## src/rtl/multicycle_control_pkg.sv

```systemverilog
// Shared definitions for the multicycle CPU control path: opcodes, AluOp codes,
// FSM state codes and the bundled control-word type.
package multicycle_control_pkg;

  localparam int OPW = 4;
  localparam logic [1:0] PC_INC_SEL = 2'b01;

  localparam logic [OPW-1:0] OP_R    = 4'b0000;
  localparam logic [OPW-1:0] OP_LW   = 4'b0100;
  localparam logic [OPW-1:0] OP_SW   = 4'b0101;
  localparam logic [OPW-1:0] OP_ADDI = 4'b0110;
  localparam logic [OPW-1:0] OP_BEQ  = 4'b1000;
  localparam logic [OPW-1:0] OP_J    = 4'b1010;

  localparam logic [1:0] ALUOP_ADD  = 2'b00;
  localparam logic [1:0] ALUOP_SUB  = 2'b01;
  localparam logic [1:0] ALUOP_FUNC = 2'b10;

  typedef enum logic [3:0] {
    ST_IDLE     = 4'd0,
    ST_FETCH    = 4'd1,
    ST_DECODE   = 4'd2,
    ST_EXEC_R   = 4'd3,
    ST_R_WB     = 4'd4,
    ST_MEM_ADDR = 4'd5,
    ST_MEM_RD   = 4'd6,
    ST_MEM_WB   = 4'd7,
    ST_MEM_WR   = 4'd8,
    ST_ADDI_EX  = 4'd9,
    ST_ADDI_WB  = 4'd10,
    ST_BRANCH   = 4'd11,
    ST_JUMP     = 4'd12,
    ST_HALT     = 4'd13
  } state_t;

  typedef struct packed {
    logic       mem_read;
    logic       mem_write;
    logic       iord;
    logic       ir_write;
    logic       pc_write;
    logic       pc_write_cond;
    logic [1:0] pc_source;
    logic       alu_src_a;
    logic [1:0] alu_src_b;
    logic [1:0] alu_op;
    logic       reg_dst;
    logic       mem_to_reg;
    logic       reg_write;
    logic       halt;
  } ctrl_t;

  // Unknown opcodes land in HALT rather than executing something arbitrary.
  function automatic state_t dispatch(input logic [OPW-1:0] opcode);
    case (opcode)
      OP_R:         return ST_EXEC_R;
      OP_LW, OP_SW: return ST_MEM_ADDR;
      OP_ADDI:      return ST_ADDI_EX;
      OP_BEQ:       return ST_BRANCH;
      OP_J:         return ST_JUMP;
      default:      return ST_HALT;
    endcase
  endfunction

endpackage

```

## src/rtl/multicycle_control_if.sv

```systemverilog
// Control bundle between the multicycle controller (master) and the datapath/memory (slave).
interface multicycle_control_if;
  import multicycle_control_pkg::*;

  logic [OPW-1:0] opcode;
  logic           zero;
  logic           mem_ready;
  logic           mem_read;
  logic           mem_write;
  logic           iord;
  logic           ir_write;
  logic           pc_write;
  logic           pc_write_cond;
  logic [1:0]     pc_source;
  logic           alu_src_a;
  logic [1:0]     alu_src_b;
  logic [1:0]     alu_op;
  logic           reg_dst;
  logic           mem_to_reg;
  logic           reg_write;
  logic           halt;
  logic [3:0]     state;

  modport master (
    input  opcode, zero, mem_ready,
    output mem_read, mem_write, iord, ir_write, pc_write, pc_write_cond, pc_source,
           alu_src_a, alu_src_b, alu_op, reg_dst, mem_to_reg, reg_write, halt, state
  );

  modport slave (
    output opcode, zero, mem_ready,
    input  mem_read, mem_write, iord, ir_write, pc_write, pc_write_cond, pc_source,
           alu_src_a, alu_src_b, alu_op, reg_dst, mem_to_reg, reg_write, halt, state
  );

endinterface

```

## src/rtl/multicycle_control_output_decode.sv

```systemverilog
// Combinational control-word decode: Moore outputs from the state, plus the
// FETCH-only IR/PC loads that follow mem_ready directly.
module multicycle_control_output_decode
  import multicycle_control_pkg::*;
(
  input  state_t state,
  input  logic   mem_ready,
  output ctrl_t  ctrl
);

  always_comb begin
    ctrl = '0;
    case (state)
      ST_FETCH: begin
        ctrl.mem_read  = 1'b1;
        ctrl.alu_src_b = PC_INC_SEL;
        ctrl.alu_op    = ALUOP_ADD;
        ctrl.ir_write  = mem_ready;
        ctrl.pc_write  = mem_ready;
      end
      // Speculative branch target computed while the opcode is dispatched.
      ST_DECODE: begin
        ctrl.alu_src_b = 2'b11;
        ctrl.alu_op    = ALUOP_ADD;
      end
      ST_EXEC_R: begin
        ctrl.alu_src_a = 1'b1;
        ctrl.alu_op    = ALUOP_FUNC;
      end
      ST_R_WB: begin
        ctrl.reg_write = 1'b1;
        ctrl.reg_dst   = 1'b1;
      end
      ST_MEM_ADDR, ST_ADDI_EX: begin
        ctrl.alu_src_a = 1'b1;
        ctrl.alu_src_b = 2'b10;
        ctrl.alu_op    = ALUOP_ADD;
      end
      ST_MEM_RD: begin
        ctrl.mem_read = 1'b1;
        ctrl.iord     = 1'b1;
      end
      ST_MEM_WB: begin
        ctrl.reg_write  = 1'b1;
        ctrl.mem_to_reg = 1'b1;
      end
      ST_MEM_WR: begin
        ctrl.mem_write = 1'b1;
        ctrl.iord      = 1'b1;
      end
      ST_ADDI_WB: ctrl.reg_write = 1'b1;
      ST_BRANCH: begin
        ctrl.alu_src_a     = 1'b1;
        ctrl.alu_op        = ALUOP_SUB;
        ctrl.pc_write_cond = 1'b1;
        ctrl.pc_source     = 2'b01;
      end
      ST_JUMP: begin
        ctrl.pc_write  = 1'b1;
        ctrl.pc_source = 2'b10;
      end
      ST_HALT: ctrl.halt = 1'b1;
      default: ctrl = '0;
    endcase
  end

endmodule

```

## src/rtl/multicycle_control.sv

```systemverilog
// Main control FSM of the 16-bit multicycle CPU: sequences fetch/decode/execute/
// memory/writeback and handshakes with unified memory via mem_read/mem_write/mem_ready.
module multicycle_control
  import multicycle_control_pkg::*;
(
  input logic clk,
  input logic rst,
  multicycle_control_if.master bus
);

  state_t state;
  state_t next_state;
  ctrl_t  ctrl;

  always_ff @(posedge clk) begin
    if (rst) state <= ST_IDLE;
    else     state <= next_state;
  end

  // Memory states stall until mem_ready; any unused encoding falls back to IDLE.
  always_comb begin
    next_state = ST_IDLE;
    case (state)
      ST_IDLE:     next_state = ST_FETCH;
      ST_FETCH:    next_state = bus.mem_ready ? ST_DECODE : ST_FETCH;
      ST_DECODE:   next_state = dispatch(bus.opcode);
      ST_EXEC_R:   next_state = ST_R_WB;
      ST_R_WB:     next_state = ST_FETCH;
      ST_MEM_ADDR: next_state = (bus.opcode == OP_SW) ? ST_MEM_WR : ST_MEM_RD;
      ST_MEM_RD:   next_state = bus.mem_ready ? ST_MEM_WB : ST_MEM_RD;
      ST_MEM_WB:   next_state = ST_FETCH;
      ST_MEM_WR:   next_state = bus.mem_ready ? ST_FETCH : ST_MEM_WR;
      ST_ADDI_EX:  next_state = ST_ADDI_WB;
      ST_ADDI_WB:  next_state = ST_FETCH;
      ST_BRANCH:   next_state = ST_FETCH;
      ST_JUMP:     next_state = ST_FETCH;
      ST_HALT:     next_state = ST_HALT;
      default:     next_state = ST_IDLE;
    endcase
  end

  multicycle_control_output_decode u_decode (
    .state     (state),
    .mem_ready (bus.mem_ready),
    .ctrl      (ctrl)
  );

  assign bus.mem_read      = ctrl.mem_read;
  assign bus.mem_write     = ctrl.mem_write;
  assign bus.iord          = ctrl.iord;
  assign bus.ir_write      = ctrl.ir_write;
  assign bus.pc_write      = ctrl.pc_write;
  assign bus.pc_write_cond = ctrl.pc_write_cond;
  assign bus.pc_source     = ctrl.pc_source;
  assign bus.alu_src_a     = ctrl.alu_src_a;
  assign bus.alu_src_b     = ctrl.alu_src_b;
  assign bus.alu_op        = ctrl.alu_op;
  assign bus.reg_dst       = ctrl.reg_dst;
  assign bus.mem_to_reg    = ctrl.mem_to_reg;
  assign bus.reg_write     = ctrl.reg_write;
  assign bus.halt          = ctrl.halt;
  assign bus.state         = state;

endmodule

```

## src/flat_wrapper.sv

```systemverilog
// flat-port wrapper written by rule: the top's interface ports become plain ports
module multicycle_control_flat import multicycle_control_pkg::*;
  (clk, rst, bus_opcode, bus_zero, bus_mem_ready, bus_mem_read, bus_mem_write, bus_iord, bus_ir_write, bus_pc_write, bus_pc_write_cond, bus_pc_source, bus_alu_src_a, bus_alu_src_b, bus_alu_op, bus_reg_dst, bus_mem_to_reg, bus_reg_write, bus_halt, bus_state);
  multicycle_control_if bus_i ();
  input logic clk;
  input logic rst;
  input wire logic [$bits(bus_i.opcode)-1:0] bus_opcode;
  input wire logic [$bits(bus_i.zero)-1:0] bus_zero;
  input wire logic [$bits(bus_i.mem_ready)-1:0] bus_mem_ready;
  output wire logic [$bits(bus_i.mem_read)-1:0] bus_mem_read;
  output wire logic [$bits(bus_i.mem_write)-1:0] bus_mem_write;
  output wire logic [$bits(bus_i.iord)-1:0] bus_iord;
  output wire logic [$bits(bus_i.ir_write)-1:0] bus_ir_write;
  output wire logic [$bits(bus_i.pc_write)-1:0] bus_pc_write;
  output wire logic [$bits(bus_i.pc_write_cond)-1:0] bus_pc_write_cond;
  output wire logic [$bits(bus_i.pc_source)-1:0] bus_pc_source;
  output wire logic [$bits(bus_i.alu_src_a)-1:0] bus_alu_src_a;
  output wire logic [$bits(bus_i.alu_src_b)-1:0] bus_alu_src_b;
  output wire logic [$bits(bus_i.alu_op)-1:0] bus_alu_op;
  output wire logic [$bits(bus_i.reg_dst)-1:0] bus_reg_dst;
  output wire logic [$bits(bus_i.mem_to_reg)-1:0] bus_mem_to_reg;
  output wire logic [$bits(bus_i.reg_write)-1:0] bus_reg_write;
  output wire logic [$bits(bus_i.halt)-1:0] bus_halt;
  output wire logic [$bits(bus_i.state)-1:0] bus_state;
  assign bus_i.opcode = bus_opcode;
  assign bus_i.zero = bus_zero;
  assign bus_i.mem_ready = bus_mem_ready;
  assign bus_mem_read = bus_i.mem_read;
  assign bus_mem_write = bus_i.mem_write;
  assign bus_iord = bus_i.iord;
  assign bus_ir_write = bus_i.ir_write;
  assign bus_pc_write = bus_i.pc_write;
  assign bus_pc_write_cond = bus_i.pc_write_cond;
  assign bus_pc_source = bus_i.pc_source;
  assign bus_alu_src_a = bus_i.alu_src_a;
  assign bus_alu_src_b = bus_i.alu_src_b;
  assign bus_alu_op = bus_i.alu_op;
  assign bus_reg_dst = bus_i.reg_dst;
  assign bus_mem_to_reg = bus_i.mem_to_reg;
  assign bus_reg_write = bus_i.reg_write;
  assign bus_halt = bus_i.halt;
  assign bus_state = bus_i.state;
  multicycle_control u_core (.clk(clk), .rst(rst), .bus(bus_i));
endmodule
```

## config.mk

```make
export PLATFORM = sky130hd
export DESIGN_NAME = multicycle_control_flat
export DESIGN_NICKNAME = d
export VERILOG_FILES = /design/src/rtl/multicycle_control_pkg.sv /design/src/rtl/multicycle_control_if.sv /design/src/rtl/multicycle_control_output_decode.sv /design/src/rtl/multicycle_control.sv /design/src/flat_wrapper.sv
export SDC_FILE = /design/constraint.sdc
export NUM_CORES = 1
export LEC_CHECK = 0
export ABC_AREA = 1
export CAP_MARGIN = 10
export CORE_MARGIN = 2
export CORE_UTILIZATION = 36
export CTS_BUF_LIST = sky130_fd_sc_hd__clkbuf_4
export DETAILED_ROUTE_END_ITERATION = 12
export HOLD_SLACK_MARGIN = 0.12
export PLACE_DENSITY_LB_ADDON = 0.2
export SLEW_MARGIN = 0
export SYNTH_ARGS = -nofsm -noshare
export SYNTH_HDL_FRONTEND = slang
export SYNTH_HIERARCHICAL = 1
export SYNTH_SLANG_ARGS = --single-unit
```

## constraint.sdc

```tcl
create_clock -name clk -period 1.22 [get_ports clk]
set_clock_uncertainty 0.05 [all_clocks]
set_input_delay 0.244 -clock clk [delete_from_list [all_inputs] [get_ports clk]]
set_output_delay 0.244 -clock clk [all_outputs]
set_load 0.01 [all_outputs]
```

==> metrics.md <==
| Metric | Value |
|---|---|
| Initial DRC Count | `7` |
| Critical Path Sink Type | `output port` |
| GRT Overall Usage | `19.2%` |
| Vias per std cell | `4.73` |
| Top FF cell, synth | `dfxtp_1` |
| R2R cell count | `8` |
| Synth top area cells | `nand2_1 (23%), nor2_1 (15%), dfxtp_1 (14%)` |
| Max-Cap Viols | `0` |
| Outcome | `complete, but fails checks` |
| Final GP Congestion | `0.918` |
| Crit-path max cell delay | `420 ps` |
| GRT busiest layer | `met2` |
| RSZ-0062 raised after global routing | `true` |
| H-tree level count | `1` |
| Layout area overhead | `82.9%` |
| Avg Cell Area, Syn | `4.93 um^2` |
| Worst-Skew Late Latency | `230 ps` |
| Setup ws final | `-194 ps` |
| Post-synth EDFFs | `0` |
| Crit-path leading delay family | `flip-flops` |
| Vias | `804` |
| Critical path, cell by cell | `inv_4 -> nor2_4 -> nand3_2 -> nand2_1 -> buf_2` |
| Psw | `368 uW` |
| GR Util met3 | `3.75%` |
| Register area share after synthesis | `14.0%` |
| Initial antenna violation count | `0` |
| Ys async rst share | `0%` |
| Core Region | `0.00149 mm^2` |
| Worst r2r dst | `u_core/bus.state[2]$_SDFF_PP0_` |
| Commonest non-fill, non-tap cell in the layout | `nand2_1` |
| Largest reg by FF count | `u_core/bus.state` |
| CP Capture Point | `bus_alu_src_b[1]` |
| Seq pwr share | `23.2%` |
| Total routed wirelength | `1820 um` |
| Fin crit share | `116%` |
| WP data arrival | `1120 ps` |
| Crit path kind | `reg -> out` |
| Hold_ws | `477 ps` |
| Logic pwr share | `57.7%` |
| Worst reg2reg setup slack | `-40 ps` |
| Initial Utilization | `38.4%` |
| Final setup violation count | `22` |
| Syn. warnings | `6` |
| P_leak | `0.000602 uW` |
| Die width | `43.9 um` |
| Final HPWL from detailed placement | `1220 um` |
| Mapped Area | `572 um^2` |
| M1 GR Usage | `22.5%` |
| Final min period | `1410 ps` |
| Clock Power Share | `19.0%` |
| CTS tree | `done` |
| Wirelength per Cell | `10.7 um` |
| Number of detailed-route iterations in the first pass | `4` |
| Register bit total from synthesis | `4` |
| PD cells | `806 mW/mm^2` |
| TritonCTS sink count | `4` |
| Die footprint | `0.00192 mm^2` |
| DRC errors left | `0` |
| Multi-input logic area | `493 um^2` |
| Internal cell power | `476 uW` |
| Yosys top cell area share | `23.0%` |
| Layout fillers | `128` |
| TritonCTS Buffers | `3` |
| CP max-delay cell | `dfxtp_4` |
| Final ANT Viol Nets | `0` |
| Synth Instances | `116` |
| Largest regs | `u_core/bus.state x4` |
| Rows | `14` |
| Max Slew Vio Count | `0` |
| Reg area | `95.1 um^2` |
| CP Max Fanout | `5` |
| Max-Slew Margin vs Limit | `84.4%` |
| Hold crit path type | `in -> reg` |
| Num ports | `29` |
| Critical Path Start | `u_core/bus.state[0]$_SDFF_PP0_` |
| Placed instance count | `164` |
| First-pass GRT wire length | `2840 um` |
| Global Route met2 Usage | `34.7%` |
| Max reg flops | `4` |
| Hold Fails Final Rpt | `0` |
| Worst vdd ir | `0.769 mV` |
| Largest net degree at the start of global routing | `8` |
| Vias in the first global route | `726` |
| Total grt overflow | `0` |
| Post-Syn Nets | `124` |
| Yosys top cell by area | `nand2_1` |
| CP bufs+invs | `2` |
| CP required | `930 ps` |
| Die Y | `43.9 um` |
| Post-layout net count | `164` |
| Worst path depth | `5` |
| R2R Path Start | `u_core/bus.state[3]$_SDFF_PP0_` |
| Post-Layout Cell Count | `170` |
| CTS clk-pin slew, worst paths | `40 ps` |
| Failing checks | `negative setup slack` |
| Commonest cells after routing, fill and taps aside | `nand2_1 (28), nor2_1 (14), buf_2 (13)` |
| Startpoint Class | `register` |
| Hold_sp | `bus_opcode[1]` |
| Share of cells above drive strength 1 | `53.2%` |
| Maximum clock rate | `0.707 GHz` |
| Clk buf depth | `2` |
| Clk root buf | `clkbuf_4` |
| Synth unique cells | `17` |
| Port Buffers | `27` |
| Diode count | `0` |
| Post-CTS Hold Fix Bufs | `0` |
| Switching Share | `43.6%` |
| Least-Margin Pin Slew | `233 ps` |
[synth_stat cells, types with 2 or more instances]
library cell,number
dfxtp_1,4
o21ai_2,2
nor2_1,23
nand3_1,9
buf_4,2
nand2_2,4
inv_2,4
nor2_2,3
inv_1,21
o21ai_0,3
nand2_1,35
[layout make-up]
class                           instances  share of cell area (%)
Timing Repair Buffer                   37                    29.8
Tap cell                               16                    1.91
Multi-Input combinational cell         85                    47.1
Sequential cell                         4                    9.09
Inverter                               25                    9.93
Clock buffer                            3                    2.15
[tightest hold or removal path: stages]
cell and delay (ps):
dlymetal6s2s_1 140, nor2_2 60, nand3_1 60, o21ai_0 70
nor2_1 100, nor2_1 40
[logic make-up (layout without fill, tap and decap cells)]
kind of cell           after synthesis  in the layout  synth area share (%)
buffers and inverters               27             65                  19.0
and+or+nand+nor                     77             77                  57.5
AOI/OAI and AO/OA                    8              8                  9.41
DFF                                  4              4                  14.0
[power by group through the flow]
| stage | Combinational [uW] | Sequential (uW) | Clock, uW |
|---|---|---|---|
| floorplan | 207 | 188 | 0 |
| global placement | 417 | 171 | 0 |
| detailed placement | 421 | 171 | 0 |
| CTS | 425 | 192 | 172 |
| global route | 538 | 198 | 180 |
| finish | 487 | 196 | 161 |
[worst min-delay path by stage]
stage | end | slack, ps | cells past startpoint
6_report | u_core/bus.state[3]$_SDFF_PP0_ | 480 | 6
5_1_grt | u_core/bus.state[3]$_SDFF_PP0_ | 520 | 6
2_1_floorplan | u_core/bus.state[0]$_SDFF_PP0_ | 250 | 1
4_1_cts | u_core/bus.state[0]$_SDFF_PP0_ | 570 | 2
3_3_place_gp | u_core/bus.state[2]$_SDFF_PP0_ | 760 | 5
3_5_place_dp | u_core/bus.state[2]$_SDFF_PP0_ | 770 | 5
[stage by stage]
step / cell area [um^2] / util, % / total power [uW] / setup TNS, ps / setup slack, ps
2_1_floorplan: 579 / - / 395 / 0 / 5.72
3_3_place_gp: 907 / 60.9 / 589 / -6790 / -477
3_5_place_dp: 907 / 60.9 / 592 / -7060 / -498
4_1_cts: 961 / 64.5 / 789 / -2570 / -186
5_1_grt: 1050 / 70.3 / 915 / -3890 / -258
6_report: 1050 / 70.3 / 843 / -2540 / -194
[layer usage]
layer  routed length, um  vias up  part of all wire, %
li1                    -      427                    -
met1                 717      354                   39
met2                 981       19                   54
met3                  88        4                  4.8
met4                  29        0                  1.6
met5                   0        -                    0
[what timing repair did]
action,4_1_cts,5_1_grt
endpoints found under the hold margin,0,0
gates resized for setup,118,24
pin swaps,10,10
setup buffers,2,1
endpoints found under the setup margin,23,24
No activity file was read; power rests on OpenSTA's default activity.
